## src/rtl/instr_fetch_unit.sv

```systemverilog
// Instruction fetch front end: owns the PC, issues credit-limited word reads to
// instruction memory, buffers in-order responses and hands them to decode.
module instr_fetch_unit #(
  parameter logic [31:0] RESET_PC   = 32'h0000_0000,
  parameter int unsigned FIFO_DEPTH = 2
) (
  input  logic        clk,
  input  logic        rst,
  output logic        imem_req_valid,
  input  logic        imem_req_ready,
  output logic [31:0] imem_req_addr,
  input  logic        imem_rsp_valid,
  input  logic [31:0] imem_rsp_data,
  input  logic        redirect_valid,
  input  logic [31:0] redirect_pc,
  output logic        instr_valid,
  input  logic        instr_ready,
  output logic [31:0] instruction,
  output logic [31:0] instr_pc
);

  localparam int unsigned PTR_W = (FIFO_DEPTH > 1) ? $clog2(FIFO_DEPTH) : 1;
  localparam int unsigned CNT_W = PTR_W + 1;
  localparam logic [31:0] NOP   = 32'h0000_0013;

  localparam logic [0:0] ST_IDLE = 1'b0;
  localparam logic [0:0] ST_REQ  = 1'b1;

  logic [0:0]       state_q, state_d;
  logic [31:0]      pc_q, pc_d;
  logic [31:0]      req_addr_q, req_addr_d;
  logic [31:0]      rsp_pc_q, rsp_pc_d;
  logic             stale_q, stale_d;
  logic [CNT_W-1:0] inflight_q, inflight_d;
  logic [CNT_W-1:0] discard_q, discard_d;
  logic [CNT_W-1:0] count_q, count_d;
  logic [PTR_W-1:0] wr_ptr_q, wr_ptr_d;
  logic [PTR_W-1:0] rd_ptr_q, rd_ptr_d;
  logic [31:0]      fifo_pc_q   [FIFO_DEPTH];
  logic [31:0]      fifo_data_q [FIFO_DEPTH];

  logic             handshake;
  logic             push;
  logic             pop;
  logic             credit;
  logic [CNT_W:0]   occupancy;
  logic [31:0]      redirect_tgt;

  // Datapath next-state: counters, pointers, PC tracking and discard bookkeeping.
  always_comb begin
    redirect_tgt = redirect_pc & ~32'h0000_0003;
    handshake    = (state_q == ST_REQ) && imem_req_ready;
    push         = imem_rsp_valid && (discard_q == '0) && !redirect_valid;
    pop          = (count_q != '0) && instr_ready && !redirect_valid;

    inflight_d = inflight_q + CNT_W'(handshake) - CNT_W'(imem_rsp_valid);

    stale_d = stale_q;
    if (handshake) begin
      stale_d = 1'b0;
    end
    if (redirect_valid && (state_q == ST_REQ) && !imem_req_ready) begin
      stale_d = 1'b1;
    end

    // On redirect every still-outstanding old-path response must be dropped,
    // including the one belonging to a presented-but-unaccepted request.
    discard_d = discard_q;
    if (imem_rsp_valid && (discard_q != '0)) begin
      discard_d = discard_q - CNT_W'(1);
    end
    if (redirect_valid) begin
      discard_d = inflight_d + CNT_W'(stale_d);
    end

    if (redirect_valid) begin
      count_d  = '0;
      wr_ptr_d = '0;
      rd_ptr_d = '0;
    end else begin
      count_d  = count_q + CNT_W'(push) - CNT_W'(pop);
      wr_ptr_d = wr_ptr_q + PTR_W'(push);
      rd_ptr_d = rd_ptr_q + PTR_W'(pop);
    end

    // A stale request carries the old address, so its acceptance leaves pc alone.
    pc_d = pc_q;
    if (handshake && !stale_q) begin
      pc_d = pc_q + 32'd4;
    end
    if (redirect_valid) begin
      pc_d = redirect_tgt;
    end

    if ((state_q == ST_REQ) && !imem_req_ready) begin
      req_addr_d = req_addr_q;
    end else begin
      req_addr_d = pc_d;
    end

    rsp_pc_d = rsp_pc_q;
    if (push) begin
      rsp_pc_d = rsp_pc_q + 32'd4;
    end
    if (redirect_valid) begin
      rsp_pc_d = redirect_tgt;
    end

    occupancy = {1'b0, inflight_d} + {1'b0, count_d};
    credit    = occupancy < (CNT_W + 1)'(FIFO_DEPTH);
  end

  // Request FSM: a new request is only presented once a buffer slot is reserved.
  always_comb begin
    state_d = state_q;
    case (state_q)
      ST_IDLE: begin
        if (credit) begin
          state_d = ST_REQ;
        end
      end
      ST_REQ: begin
        if (handshake) begin
          state_d = credit ? ST_REQ : ST_IDLE;
        end
      end
      default: state_d = ST_IDLE;
    endcase
  end

  always_ff @(posedge clk or posedge rst) begin
    if (rst) begin
      state_q    <= ST_IDLE;
      pc_q       <= RESET_PC;
      req_addr_q <= RESET_PC;
      rsp_pc_q   <= RESET_PC;
      stale_q    <= 1'b0;
      inflight_q <= '0;
      discard_q  <= '0;
      count_q    <= '0;
      wr_ptr_q   <= '0;
      rd_ptr_q   <= '0;
    end else begin
      state_q    <= state_d;
      pc_q       <= pc_d;
      req_addr_q <= req_addr_d;
      rsp_pc_q   <= rsp_pc_d;
      stale_q    <= stale_d;
      inflight_q <= inflight_d;
      discard_q  <= discard_d;
      count_q    <= count_d;
      wr_ptr_q   <= wr_ptr_d;
      rd_ptr_q   <= rd_ptr_d;
    end
  end

  // Buffer storage needs no reset: entries are only visible while count_q is non-zero.
  always_ff @(posedge clk) begin
    if (push) begin
      fifo_pc_q[wr_ptr_q]   <= rsp_pc_q;
      fifo_data_q[wr_ptr_q] <= imem_rsp_data;
    end
  end

  always_comb begin
    imem_req_valid = (state_q == ST_REQ);
    imem_req_addr  = req_addr_q;
    instr_valid    = (count_q != '0);
    instruction    = instr_valid ? fifo_data_q[rd_ptr_q] : NOP;
    instr_pc       = instr_valid ? fifo_pc_q[rd_ptr_q] : 32'h0000_0000;
  end

endmodule

```

## config.mk

```make
export PLATFORM = sky130hd
export DESIGN_NAME = instr_fetch_unit
export DESIGN_NICKNAME = d
export VERILOG_FILES = /design/src/rtl/instr_fetch_unit.sv
export SDC_FILE = /design/constraint.sdc
export NUM_CORES = 1
export LEC_CHECK = 0
export ABC_AREA = 0
export BUFFER_PORTS_ARGS = -buffer_cell sky130_fd_sc_hd__buf_2
export CORE_ASPECT_RATIO = 0.5
export CORE_UTILIZATION = 30
export DETAILED_ROUTE_END_ITERATION = 16
export SLEW_MARGIN = 5
export SYNTH_ARGS = -nofsm -noshare
export SYNTH_HDL_FRONTEND = slang
export SYNTH_SLANG_ARGS = --single-unit
```

## constraint.sdc

```tcl
create_clock -name clk -period 3.1 [get_ports clk]
set_input_delay 0.465 -clock clk [delete_from_list [all_inputs] [get_ports clk]]
set_output_delay 0.465 -clock clk [all_outputs]
set_load 0.01 [all_outputs]
```

==> results.cfg <==
[floorplan]
fp-row-count = 46
core_area_sq_mm = 0.03206
die_x_microns = 258.8
initial_utilization_pct = 30.84
die_h_microns = 130.4
pin_count = 168
dieArea_sq_mm = 0.03373

[route]
wire_per_inst_microns = 17.17
detail_route.first_pass.iterations = 4
drc_errors = 0
vias_per_cell = 4.659
wl_mm = 24.35
detail-route-antenna-nets = 0
drt_iter0_drc = 366
dr_total_vias = 6606

[global_routing]
grt_max_degree = 73
antenna_found_initial = 3
grt_usage_pct = 14.20
grt_pass1_wl_mm = 37.35
grt_pass1_vias = 6581
overflow = 0

[placement]
place_hpwl_mm = 17.06
gp_congestion = 0.8802
numPortBuffers = 163
placed_cell_area_sq_mm = 0.01127

[final_layout]
drive_gt1_share_pct = 24.49
final_cell_area_sq_mm = 0.01199
area_growth_pct = 21.30
final_common_cell = buf_2
final_cell_mix = buf_2 (163), nor2_1 (126), edfxtp_1 (124)
final_nets = 1049

[timing]
drv_slew = 0
final_hold_viol_count = 0
fmax_ghz = 0.3766
max-slew-margin-rel_pct = 34.29
setup_viol = 0
timing.final.crit_share_pct = 85.65
layout_min_cycle_time_ns = 2.655
tns_ns = 0
worstMarginPinSlew_ns = 0.9856
fin_skew_ns = 0.02097
grt_setup_unrepaired = no

[power_and_ir_drop]
ir_drop_mv = 0.4443
power.density_mw_per_mm2 = 701.0
p_leak_uw = 0.004707

[logic_synthesis]
synth-async-reset-ratio_pct = 45.61
ys_warn_count = 0
synth_top_cell_area_share_pct = 37.66
ys_top_cells_by_area = edfxtp_1 (38%), dfrtp_1 (26%), mux2i_1 (6.7%)
syn_area_per_cell_sq_um = 12.38
synth-seq-area-share_pct = 63.98
yosys_register_bits = 228
synth_edf_count = 124
syn_inst = 799
yosys_most_used_dff = edfxtp_1
synth_largest_area_cell = edfxtp_1
synth_cell_types = 51
syn_area_sq_mm = 0.009888

[worst_setup_path]
cp_common_cell = nand2_1
crit_type = flip-flop to flip-flop
crit_start = count_q[1]
worstPathRequired_ns = 3.51
crit_chain = nor2_4 > inv_1 > nand2_1 > nor2_1 > ha_1 > inv_1 > ha_1 > xor2_1 > xnor2_1 > or2_2 > fa_1 > nand2_1 > nand2_1
max_stage_delay_ns = 0.46
crit_arrival_ns = 3.06
reg2reg_from = count_q[1]
critPathLaunchType = flip-flop
endpoint_kind = flip-flop
crit_slowest_cell = fa_1
cp_max_fo = 5

[cts]
cts.sinks = 228
path_clk_slew_ns = 0.06
clkLatencyLatePin_ns = 0.52
h-tree-depth = 1
cts_resized = 0
hold_buffers = 0
cts_setup_buffers = 0
root_buffer = clkbuf_16
clockBufferDepth = 3
numCtsBuffers = 24
cts_tree = yes

[run_status]
status = complete, no violations

[flow_run]
max_cap_violations = 0

[hold_path]
hold_path.class = primary input to asynchronous set/reset pin
[worst max-delay path: cells and delay by family, from the launching register on]
family	cells	cell delay (ns)
adders and majority gates	3	0.91
and+or+nand+nor	6	0.78
DFF	1	0.41
xor gates and xnor gates	2	0.27
buffers and inverters	2	0.18
[worst paths after layout]
kind | cells after the start | slack, ns | to
worst min-delay path | 2 | 0.13 | imem_req_addr[2]
worst max register to register | 13 | 0.44 | imem_req_valid
worst max-delay path | 13 | 0.44 | imem_req_valid
min in group clk | 1 | 0.14 | fifo_data_q[0][30]
worst min register to register | 2 | 0.47 | imem_req_addr[3]
max in group asynchronous | 3 | 2.15 | pc_q[7]
[cell families after synthesis]
family | Yosys count | synth area share [%]
other | 1 | 0.03792
adders and majority gates | 11 | 1.468
muxes | 80 | 8.313
xor gates and xnor gates | 57 | 5.049
AOI/OAI and AO/OA | 84 | 5.365
DFF | 228 | 63.98
buffers and inverters | 57 | 2.303
and+or+nand+nor | 281 | 13.49
[sequential cells by signal, indices dropped and copies added, names as in the netlist]
| register | cells |
|---|---|
| inflight_q | 2 |
| rsp_pc_q | 30 |
| wr_ptr_q | 1 |
| fifo_data_q | 64 |
| rd_ptr_q | 1 |
| imem_req_valid | 1 |
| fifo_pc_q | 60 |
| discard_q | 2 |
| pc_q | 32 |
| imem_req_addr | 32 |
| stale_q | 1 |
| count_q | 2 |
[Yosys cell counts, types with 8 or more instances]
library cell and count:
inv_1 18, nor2b_1 8, mux2_2 13, edfxtp_1 124
and3_1 13, nand3_1 18, a21oi_1 44, xor2_1 38
mux2i_1 66, nand4_1 26, clkbuf_1 22, dfrtp_1 104
buf_1 9, a221oi_1 9, ha_1 10, nand2_1 53
xnor2_1 19, nor2_1 127
[layout make-up]
class / count / area [sq um]
fill: 3093 / 20060
sequential: 228 / 6330
multi-input combinational: 515 / 3353
timing repair buffer: 180 / 968.4
clock buffer: 33 / 664.4
tap: 432 / 540.5
inverter: 19 / 75.07
clock inverter: 9 / 57.56
antenna: 2 / 5.005
[power by group]
group / total, uW / internal [uW] / switching (uW)
combinational: 1890 / 762 / 1130
clock: 2650 / 1500 / 1150
sequential: 3870 / 3590 / 282
[stage by stage]
stage / instances / total power [uW] / hold slack, ns / setup WS [ns] / utilization, %
after detailed placement: 1374 / 5844 / 0.4584 / 0.4155 / 35.15
final: 1418 / 8407 / 0.1298 / 0.4450 / 37.41
after floorplan: 800 / 5062 / 0.4421 / -0.2081 / -
after CTS: 1416 / 8518 / 0.1206 / 0.3991 / 37.40
after global placement: 1374 / 5795 / 0.4490 / 0.4177 / 35.15
after global routing: 1417 / 8843 / 0.1226 / 0.2609 / 37.41
[per-layer routing]
layer | track usage [%] | part of all wire [%] | up-vias
met5 | 0 | 0.053 | -
met4 | 3.341 | 2.0 | 2
met3 | 2.681 | 3.3 | 36
met2 | 25.26 | 51 | 81
met1 | 18.03 | 44 | 3297
li1 | - | - | 3190
(Power assumes the default switching activity.)
